<file path="config.mk">
export PLATFORM = sky130hd
export DESIGN_NAME = vc_scheduler
export DESIGN_NICKNAME = d
export VERILOG_FILES = /design/src/rtl/vc_sched_pkg.sv /design/src/rtl/vc_credit_ctr.sv /design/src/rtl/vc_scheduler.sv
export SDC_FILE = /design/constraint.sdc
export NUM_CORES = 1
export LEC_CHECK = 0
export CAP_MARGIN = 20
export CORE_AREA = 2 2 53 43
export CTS_CLUSTER_DIAMETER = 50
export DETAILED_ROUTE_END_ITERATION = 7
export DIE_AREA = 0 0 55 45
export PLACE_DENSITY = 0.88
export SLEW_MARGIN = 20
export SYNTH_ARGS = -nofsm -noshare
export SYNTH_HDL_FRONTEND = slang
export SYNTH_SLANG_ARGS = --single-unit
</file>
<file path="constraint.sdc">
create_clock -name clk -period 4.4 [get_ports clk]
set_input_delay 0.44 -clock clk [delete_from_list [all_inputs] [get_ports clk]]
set_output_delay 0.44 -clock clk [all_outputs]
set_load 0.005 [all_outputs]
</file>
<file path="src/rtl/vc_sched_pkg.sv">
// Shared encodings and widths for the VC0/VC1 -> D0/D1 weighted round-robin scheduler.
package vc_sched_pkg;
  typedef enum logic [1:0] {
    IDLE = 2'b00,
    GNT0 = 2'b01,
    GNT1 = 2'b10
  } state_t;

  localparam int DEST_BIT = 4;
  localparam int CRED_W   = 4;
endpackage

</file>
<file path="src/rtl/vc_credit_ctr.sv">
// Single credit counter shared by both VCs: load a weight, decrement per pop, report zero.
module vc_credit_ctr
  import vc_sched_pkg::*;
(
  input  logic              clk,
  input  logic              reset_L,
  input  logic              load,
  input  logic              dec,
  input  logic [CRED_W-1:0] load_val,
  output logic [CRED_W-1:0] cnt,
  output logic              zero
);
  assign zero = (cnt == '0);

  // A load normally coincides with a pop, so that pop consumes one credit right away.
  always_ff @(posedge clk or negedge reset_L) begin
    if (!reset_L)        cnt <= '0;
    else if (load)       cnt <= dec ? load_val - CRED_W'(1) : load_val;
    else if (dec && !zero) cnt <= cnt - CRED_W'(1);
  end
endmodule

</file>
<file path="src/rtl/vc_scheduler.sv">
// Weighted round-robin pop arbiter from VC0/VC1 FIFOs into D0/D1 with one registered stage.
// Optional VC_SCHED_STATS_EN adds saturating pop/blocked counters.
module vc_scheduler
  import vc_sched_pkg::*;
#(
  parameter int WEIGHT_VC0 = 4,
  parameter int WEIGHT_VC1 = 1,
  parameter int DATA_W     = 6
) (
  input  logic              clk,
  input  logic              reset_L,
  input  logic              active,
  input  logic              fifo_empty_vc0,
  input  logic              fifo_empty_vc1,
  input  logic [DATA_W-1:0] data_mux_0,
  input  logic [DATA_W-1:0] data_mux_1,
  input  logic              fifo_pause_d0,
  input  logic              fifo_pause_d1,
  output logic              pop_vc0,
  output logic              pop_vc1,
  output logic [DATA_W-1:0] data_d,
  output logic              push_d0,
  output logic              push_d1,
  output logic [1:0]        grant_vc
`ifdef VC_SCHED_STATS_EN
  ,
  output logic [15:0]       pop_cnt_vc0,
  output logic [15:0]       pop_cnt_vc1,
  output logic [15:0]       blocked_cnt
`endif
);
  localparam logic [CRED_W-1:0] W0 = CRED_W'(WEIGHT_VC0);
  localparam logic [CRED_W-1:0] W1 = CRED_W'(WEIGHT_VC1);

  state_t            state, nstate;
  logic              last_vc;
  logic [1:0]        paused, elig;
  logic              own_vc, go, sel, ld;
  logic              cred_zero;
  logic [CRED_W-1:0] cred;
  logic [DATA_W-1:0] head;

  assign paused[0] = data_mux_0[DEST_BIT] ? fifo_pause_d1 : fifo_pause_d0;
  assign paused[1] = data_mux_1[DEST_BIT] ? fifo_pause_d1 : fifo_pause_d0;
  // reset_L gates eligibility so the VC FIFOs are never popped while in reset.
  assign elig[0] = reset_L & active & ~fifo_empty_vc0 & ~paused[0];
  assign elig[1] = reset_L & active & ~fifo_empty_vc1 & ~paused[1];
  assign own_vc  = (state == GNT1);

  always_comb begin
    go     = 1'b0;
    sel    = 1'b0;
    ld     = 1'b0;
    nstate = state;
    if (active) begin
      if (state == IDLE) begin
        sel = (elig == 2'b11) ? ~last_vc : elig[1];
        go  = |elig;
        ld  = |elig;
      end else if (elig[own_vc] && !cred_zero) begin
        go  = 1'b1;
        sel = own_vc;
      end else if (elig[~own_vc]) begin
        go  = 1'b1;
        sel = ~own_vc;
        ld  = 1'b1;
      end else if (elig[own_vc]) begin
        go  = 1'b1;
        sel = own_vc;
        ld  = 1'b1;
      end else begin
        nstate = IDLE;
      end
      if (go) nstate = sel ? GNT1 : GNT0;
    end
  end

  assign pop_vc0  = go & ~sel;
  assign pop_vc1  = go & sel;
  assign head     = sel ? data_mux_1 : data_mux_0;
  assign grant_vc = state;

  vc_credit_ctr u_cred (
    .clk      (clk),
    .reset_L  (reset_L),
    .load     (ld),
    .dec      (go),
    .load_val (sel ? W1 : W0),
    .cnt      (cred),
    .zero     (cred_zero)
  );

  always_ff @(posedge clk or negedge reset_L) begin
    if (!reset_L) begin
      state   <= IDLE;
      last_vc <= 1'b1;
      data_d  <= '0;
      push_d0 <= 1'b0;
      push_d1 <= 1'b0;
    end else begin
      state   <= nstate;
      push_d0 <= go & ~head[DEST_BIT];
      push_d1 <= go & head[DEST_BIT];
      if (go) begin
        last_vc <= sel;
        data_d  <= head;
      end
    end
  end

`ifdef VC_SCHED_STATS_EN
  always_ff @(posedge clk or negedge reset_L) begin
    if (!reset_L) begin
      pop_cnt_vc0 <= '0;
      pop_cnt_vc1 <= '0;
      blocked_cnt <= '0;
    end else begin
      if (pop_vc0 && pop_cnt_vc0 != 16'hFFFF) pop_cnt_vc0 <= pop_cnt_vc0 + 16'd1;
      if (pop_vc1 && pop_cnt_vc1 != 16'hFFFF) pop_cnt_vc1 <= pop_cnt_vc1 + 16'd1;
      if ((~fifo_empty_vc0 | ~fifo_empty_vc1) && !go && blocked_cnt != 16'hFFFF)
        blocked_cnt <= blocked_cnt + 16'd1;
    end
  end
`endif
endmodule
</file>
==> impl_metrics.toml, run 1 <==
[clock_network]
cts_max_path_buffers = 2
htreeDepth = 1
clk_latency_ns = 0.29
tritoncts = "yes"
cts_setup_buffers = 0
cts-hold-fix-buffers = 0
clkTransAtPathRegs_ns = 0.08
cts_resized = 0
cts_buffers = 3
clockRootBuffer = "clkbuf_4"
cts_num_sinks = 15

[floorplan]
initial_core_util = 0.4565
core-area_sq_mm = 0.001927
die_w_microns = 55
die_h_microns = 45
dieArea_sq_mm = 0.002475
rows = 14
io_pins = 31

[critical_path]
criticalPathCategory = "in -> out"
cp_max_fo = 11
cp.required_ns = 3.96
cp-start-kind = "primary input"
crit_arrival_ns = 2.58
end_kind = "output pin"

[cells_and_area]
final_nets = 142
final_area_sq_mm = 0.001235
antenna_cells = 0
register_area_sq_um = 376.6
multiInputGateArea_sq_um = 441.7
fill_cells = 177
drive_gt1_frac = 0.1750
syn2layout_area_growth_pct = 40.40

[synthesis]
synthSimpleGateAreaFrac = 0.2119
postSynthAreaPerCell_sq_um = 10.23
yosysTopAreaCell = "dfrtp_1"
synth_most_common_cell = "dfrtp_1"
ys_seq_area_frac = 0.4282
synth_ff_type = "dfrtp_1"
syn-num-nets = 107
synthXorXnorAreaFrac = 0
synth_top_area_frac = 0.3983
synth_cell_types = 38
synthMuxAreaShare = 0.02987
syn_inst = 86
yosysWarnings = 0
syn-cell-area_sq_um = 879.6
synth-seq-cells = 15
synth_top_family_by_area = "compound AO/OA/AOI/OAI gates"
synth-adder-area-share = 0.02845
synth_compound_area_frac = 0.2319
synth_area_leaders = "dfrtp_1, inv_1, nor2_1"
synth_commonest_cells = "dfrtp_1, inv_1, nor2_1"
async_flop_share = 1.000
synth_edf_count = 0

[place]
globalplace.congestion = 0.8638
place_area_sq_mm = 0.001209
post-dp-hpwl_microns = 1628
io_buffers = 30

[grt]
grt_antenna_before_repair = 0
grt_max_degree = 12
grt_first_pass_wirelength_microns = 3429
grt-ovfl-total = 0
grt_pass1_vias = 811
grt_usage = 0.2047

[routing]
drtAntennaViolNets = 0
routed_wl_microns = 2106
drc = 0
wl_per_cell_microns = 14.63
avgViaCountPerCell = 5.597
drt_first_pass_iters = 4
vias = 806
drtIter0Drc = 12

[timing]
rsz0062_at_grt = "no"
fin_tns_setup_ns = 0
maxSlewHeadroom = 0.6559
worst_pin_slew_ns = 0.5120
skew_ns = 0.01075
final_hold_viol_count = 0
finalCritPeriodShare = 0.6854
min_period_ns = 3.016
timing.fmax_mhz = 331.6
slew_violations = 0
finalSetupViolCount = 0

[power_and_ir_drop]
max-vdd-ir-drop_mv = 0.2280
total_leakage_power_nw = 0.5298
power_density_mw_per_mm2 = 305.7

[run_status]
status = "complete, no violations"

[hold_path]
worstHoldPathType = "in -> async"

[flow_run]
max-cap-violations = 0
critical path, cell delays in order:
cell and delay (ns):
clkdlybuf4s50_1 0.65, nand3b_1 0.22, or2_4 0.30, a21oi_1 0.12
buf_4 0.20, ha_1 0.16, clkdlybuf4s50_1 0.49
final cells by class:
type,instances,area share
clock buffer,4,0.02128
inverter,12,0.03647
tap,24,0.02432
sequential,15,0.3050
multi-input combinational,57,0.3577
timing repair buffer,32,0.2553
cell families after synthesis:
logic type	after synthesis
AND/OR/NAND/NOR	28
AO/OA/AOI/OAI	25
flip-flops	15
buffers and inverters	14
multiplexers	2
adder cells (fa/ha/maj)	2
metrics by stage:
step	cells	worst slack (ns)	power (mW)	utilization	hold WS (ns)
global placement	140	1.419	0.2971	0.6273	0.4908
global route	144	1.224	0.3999	0.6409	0.4219
floorplan	86	2.148	0.2354	-	0.1444
CTS	144	1.384	0.3805	0.6409	0.4024
finish	144	1.384	0.3776	0.6409	0.4076
detailed placement	140	1.379	0.3001	0.6273	0.4896
worst paths after layout:
path	start	endpoint	slack [ns]	cells past startpoint
max	reset_L	pop_vc1	1.38	7
min	reset_L	data_d[4]$_DFFE_PN0P_	0.41	1
max reg2reg	u_cred.cnt[1]$_DFFE_PN0P_	u_cred.cnt[0]$_DFFE_PN0P_	1.96	9
min reg2reg	last_vc$_DFFE_PN1P_	last_vc$_DFFE_PN1P_	0.50	2
max in group asynchronous	reset_L	last_vc$_DFFE_PN1P_	3.46	2
min in group clk	last_vc$_DFFE_PN1P_	last_vc$_DFFE_PN1P_	0.50	2
routing by layer:
layer,part of all wire,GRT usage,up-vias
li1,-,-,389
met1,0.49,0.2741,386
met2,0.43,0.3119,28
met3,0.060,0.05629,3
met4,0.015,0.08780,0
met5,0,0,-
report_power, final:
group | internal [mW] | switching [mW] | total [mW] | leakage, nW
Sequential | 0.161 | 0.0142 | 0.175 | 0.188
Clock | 0.0353 | 0.0448 | 0.0800 | 0.0150
Combinational | 0.0730 | 0.0491 | 0.122 | 0.327
Total | 0.269 | 0.108 | 0.378 | 0.530
registers in the layout, summed over array words and instances, names as in the netlist:
name        flops
push_d1         1
last_vc         1
data_d          6
push_d0         1
u_cred.cnt      4
grant_vc        2
cell usage in the layout (no fill, tap or decap), drive strengths merged, types with 3 or more instances in the layout:
master and instances:
o21ai 3, a221o 3, clkdlybuf4s50 30, a221oi 3, and3 3, inv 12
o211ai 3, clkbuf 4, dfrtp 14, nor2 9
(Power assumes the default switching activity.)
==> run 2: changes to the inputs <==
--- a/config.mk
+++ b/config.mk
@@ -6,11 +6,11 @@
 export NUM_CORES = 1
 export LEC_CHECK = 0
 export CAP_MARGIN = 20
-export CORE_AREA = 2 2 53 43
+export CORE_AREA = 2 2 55 44
 export CTS_CLUSTER_DIAMETER = 50
 export DETAILED_ROUTE_END_ITERATION = 7
-export DIE_AREA = 0 0 55 45
-export PLACE_DENSITY = 0.88
+export DIE_AREA = 0 0 57 46
+export PLACE_DENSITY = 0.83
 export SLEW_MARGIN = 20
 export SYNTH_ARGS = -nofsm -noshare
 export SYNTH_HDL_FRONTEND = slang
==> constraint.sdc (replaced) <==
create_clock -name clk -period 3.1 [get_ports clk]
set_input_delay 0.31 -clock clk [delete_from_list [all_inputs] [get_ports clk]]
set_output_delay 0.31 -clock clk [all_outputs]
set_load 0.005 [all_outputs]
==> impl_metrics.toml, run 2 (synthesized netlist as in run 1, its figures left out) <==
[power_and_ir_drop]
p_sw_mw = 0.1574
seq_power_share = 0.462
pwr-share-comb = 0.324
p_sw_frac = 0.2915
max-vdd-ir-drop_mv = 0.2902
pwr-share-clk = 0.214
power_density_mw_per_mm2 = 431.0
total_leakage_power_nw = 0.5427
p_int_mw = 0.3825

[routing]
drc = 0
avgViaCountPerCell = 5.408
vias = 795
drtIter0Drc = 21
wl_per_cell_microns = 15.07
drtAntennaViolNets = 0
drt_first_pass_iters = 4
routed_wl_microns = 2216

[cells_and_area]
layout_commonest_cell = "clkdlybuf4s50_1"
layout_common_cells = "clkdlybuf4s50_1, dfrtp_1, inv_1, nor2_1, buf_4"
final_nets = 144
syn2layout_area_growth_pct = 42.39
regMostFlops = "data_d"
fill_cells = 197
drive_gt1_frac = 0.1967
antenna_cells = 0
largest_register_ff_count = 6
post-route-util = 0.5854

[critical_path]
cp_max_fo = 11
end_kind = "output pin"
crit_arrival_ns = 2.44
reg2reg_from = "u_cred.cnt[0]$_DFFE_PN0P_"
cp-start-kind = "register"
cp-startpoint = "u_cred.cnt[0]$_DFFE_PN0P_"
criticalPathCategory = "reg -> out"
cp.required_ns = 2.79

[clock_network]
cts_num_sinks = 15
cts_max_path_buffers = 2
cts_resized = 0
tritoncts = "yes"
cts_buffers = 3
clkTransAtPathRegs_ns = 0.10
htreeDepth = 1
cts-hold-fix-buffers = 0
clk_latency_ns = 0.29
cts_setup_buffers = 0
clockRootBuffer = "clkbuf_4"

[timing]
final_hold_viol_count = 0
worst_pin_slew_ns = 0.5550
hold_ws_ns = 0.3545
min_period_ns = 2.753
slew_violations = 0
finalSetupViolCount = 0
finalCritPeriodShare = 0.8880
timing.fmax_mhz = 363.3
maxSlewHeadroom = 0.6269
final.setup.worst_slack_ns = 0.3472
rsz0062_at_grt = "no"
skew_ns = 0.008059
fin_tns_setup_ns = 0

[run_status]
status = "complete, no violations"

[place]
post-dp-hpwl_microns = 1757
pre_cts_slack_ns = 0.4058
io_buffers = 30
globalplace.congestion = 0.8151

[floorplan]
core-area_sq_mm = 0.002140
die_w_microns = 57
dieArea_sq_mm = 0.002622
die_h_microns = 46
initial_core_util = 0.4111
rows = 15
io_pins = 31

[grt]
grt-ovfl-total = 0
grt_first_pass_wirelength_microns = 3608
grt_usage = 0.1863
grt_max_degree = 12
grt_antenna_before_repair = 0
grt_pass1_vias = 838

[hold_path]
worstHoldPathType = "in -> async"

[flow_run]
max-cap-violations = 0
==> run 2: routing by layer <==
layer,share of wire,up-vias,track usage
met1,0.42,374,0.2088
li1,-,393,-
met4,0.0054,0,0.06512
met3,0.071,2,0.07955
met2,0.50,26,0.3241
met5,0,-,0
==> run 2: power by group through the flow <==
stage | clock (mW) | sequential [mW] | combinational [mW]
final | 0.115 | 0.250 | 0.175
after floorplan | 0 | 0.250 | 0.0837
after global routing | 0.130 | 0.254 | 0.193
after CTS | 0.120 | 0.250 | 0.177
after detailed placement | 0 | 0.254 | 0.175
after global placement | 0 | 0.252 | 0.170
==> run 2: stage by stage <==
stage	power, mW	instance area [sq um]	instances
3_5_place_dp	0.4289	1225	143
4_1_cts	0.5462	1252	147
5_1_grt	0.5761	1252	147
2_1_floorplan	0.3341	879.6	86
3_3_place_gp	0.4227	1225	143
6_report	0.5398	1252	147
==> run 2: final timing paths <==
| kind | slack, ns | depth (start not counted) | end |
|---|---|---|---|
| worst min-delay path | 0.35 | 2 | data_d[0]$_DFFE_PN0P_ |
| worst max register to register | 0.82 | 8 | u_cred.cnt[0]$_DFFE_PN0P_ |
| min in group clk | 0.51 | 2 | last_vc$_DFFE_PN1P_ |
| max in group asynchronous | 2.52 | 2 | last_vc$_DFFE_PN1P_ |
| worst min register to register | 0.51 | 2 | last_vc$_DFFE_PN1P_ |
| worst max-delay path | 0.35 | 6 | pop_vc0 |
==> run 2: critical path, cell delays in order (launching register included) <==
cell,delay [ns]
dfrtp_1,0.39
inv_1,0.11
ha_1,0.26
and4bb_2,0.25
o31a_1,0.17
o21a_1,0.39
clkdlybuf4s50_1,0.59
==> run 2: area by class of cell <==
type / instances / area, sq um / area share
inverter: 12 / 45.04 / 0.03596
tap: 25 / 31.28 / 0.02498
clock inverter: 1 / 5.005 / 0.003996
timing repair buffer: 34 / 330.3 / 0.2637
sequential: 15 / 376.6 / 0.3007
multi-input combinational: 57 / 441.7 / 0.3526
clock buffer: 3 / 22.52 / 0.01798
==> run 3: changes to the inputs <==
--- a/config.mk
+++ b/config.mk
@@ -5,12 +5,12 @@
 export SDC_FILE = /design/constraint.sdc
 export NUM_CORES = 1
 export LEC_CHECK = 0
-export CAP_MARGIN = 20
 export CORE_AREA = 2 2 55 44
 export CTS_CLUSTER_DIAMETER = 50
 export DETAILED_ROUTE_END_ITERATION = 7
 export DIE_AREA = 0 0 57 46
 export PLACE_DENSITY = 0.83
+export REMOVE_ABC_BUFFERS = 1
 export SLEW_MARGIN = 20
 export SYNTH_ARGS = -nofsm -noshare
 export SYNTH_HDL_FRONTEND = slang
==> impl_metrics.toml, run 3 (synthesized netlist as in run 1, its figures left out) <==
[cells_and_area]
layout_common_cells = "clkdlybuf4s50_1, dfrtp_1, inv_1, nor2_1, buf_4"
final_nets = 144
final_area_sq_mm = 0.001251
layout_commonest_cell = "clkdlybuf4s50_1"
regMostFlops = "data_d"
antenna_cells = 0
syn2layout_area_growth_pct = 42.25
largest_register_ff_count = 6
drive_gt1_frac = 0.1885
post-route-util = 0.5848
finalNonFillerCells = 147

[timing]
worst_pin_slew_ns = 0.5676
rsz0062_at_grt = "no"
min_period_ns = 2.662
skew_ns = 0.004243
final_hold_viol_count = 0
finalCritPeriodShare = 0.8589
slew_violations = 0
final.setup.worst_slack_ns = 0.4375
maxSlewHeadroom = 0.6184
hold_ws_ns = 0.4247
finalSetupViolCount = 0
timing.fmax_mhz = 375.6
fin_tns_setup_ns = 0

[clock_network]
tritoncts = "yes"
cts_setup_buffers = 0
clockRootBuffer = "clkbuf_4"
cts_buffers = 3
htreeDepth = 1
cts_max_path_buffers = 2
cts_num_sinks = 15
cts-hold-fix-buffers = 0
clk_latency_ns = 0.28
cts_resized = 0
clkTransAtPathRegs_ns = 0.10

[grt]
grt_antenna_before_repair = 0
grt_max_degree = 12
grt-ovfl-total = 0
grt_pass1_vias = 781
grt_first_pass_wirelength_microns = 3532
grt_usage = 0.1820

[routing]
drc = 0
drtAntennaViolNets = 0
avgViaCountPerCell = 5.673
drt_first_pass_iters = 4
vias = 834
drtIter0Drc = 21
routed_wl_microns = 2251
wl_per_cell_microns = 15.31

[critical_path]
crit_arrival_ns = 2.35
cp.required_ns = 2.79
slowest_delay_ns = 0.58
criticalPathCategory = "reg -> out"
cpLargestDelayFamily = "buffers and inverters"
path_cells = "inv_1, ha_1, and4bb_2, o31a_1, o21a_1, clkdlybuf4s50_1"
cp_max_fo = 11
path_buf_inv = 2
slowest_stage = "clkdlybuf4s50_1"
end_kind = "output pin"
cp-start-kind = "register"

[floorplan]
core-area_sq_mm = 0.002140
io_pins = 31
rows = 15
dieArea_sq_mm = 0.002622
initial_core_util = 0.4111
die_w_microns = 57
die_h_microns = 46

[place]
post-dp-hpwl_microns = 1778
io_buffers = 30
place_inst = 143
pre_cts_slack_ns = 0.4568
place_area_sq_mm = 0.001225
globalplace.congestion = 0.8404

[power_and_ir_drop]
max-vdd-ir-drop_mv = 0.3039
power_density_mw_per_mm2 = 435.5
power_mw = 0.5450
total_leakage_power_nw = 0.5400

[hold_path]
worstHoldPathType = "in -> async"

[flow_run]
max-cap-violations = 0

[run_status]
status = "complete, no violations"
run 3: cell count changes in the layout (fill, tap and decap cells not counted), sizes merged:
cell,previous run,this run
clkbuf,3,4
clkinv,1,0
run 3: final timing paths:
kind | startpoint | end | slack, ns | depth (start not counted)
max | u_cred.cnt[0]$_DFFE_PN0P_ | pop_vc0 | 0.44 | 6
min | reset_L | data_d[3]$_DFFE_PN0P_ | 0.42 | 2
max reg2reg | u_cred.cnt[0]$_DFFE_PN0P_ | u_cred.cnt[0]$_DFFE_PN0P_ | 0.83 | 8
min reg2reg | last_vc$_DFFE_PN1P_ | last_vc$_DFFE_PN1P_ | 0.51 | 2
max in group asynchronous | reset_L | last_vc$_DFFE_PN1P_ | 2.47 | 2
min in group clk | last_vc$_DFFE_PN1P_ | last_vc$_DFFE_PN1P_ | 0.51 | 2
run 3: layer usage:
metal | global-route usage | part of all wire | up-vias
met3 | 0.05114 | 0.091 | 4
met2 | 0.3195 | 0.47 | 45
li1 | - | - | 389
met4 | 0.04651 | 0.0080 | 0
met1 | 0.2246 | 0.44 | 396
met5 | 0 | 0 | -
run 3: area by class of cell:
class / count / area, sq um
repair buffers: 34 / 330.3
fillers: 193 / 888.4
well taps: 25 / 31.28
flip-flops and latches: 15 / 376.6
inverters: 12 / 45.04
multi-input cells: 57 / 441.7
clock buffers: 4 / 26.28
run 3: power breakdown:
group	internal [mW]	switching [mW]
registers	0.229	0.0224
logic	0.106	0.0718
clock network	0.0499	0.0664
total	0.384	0.161
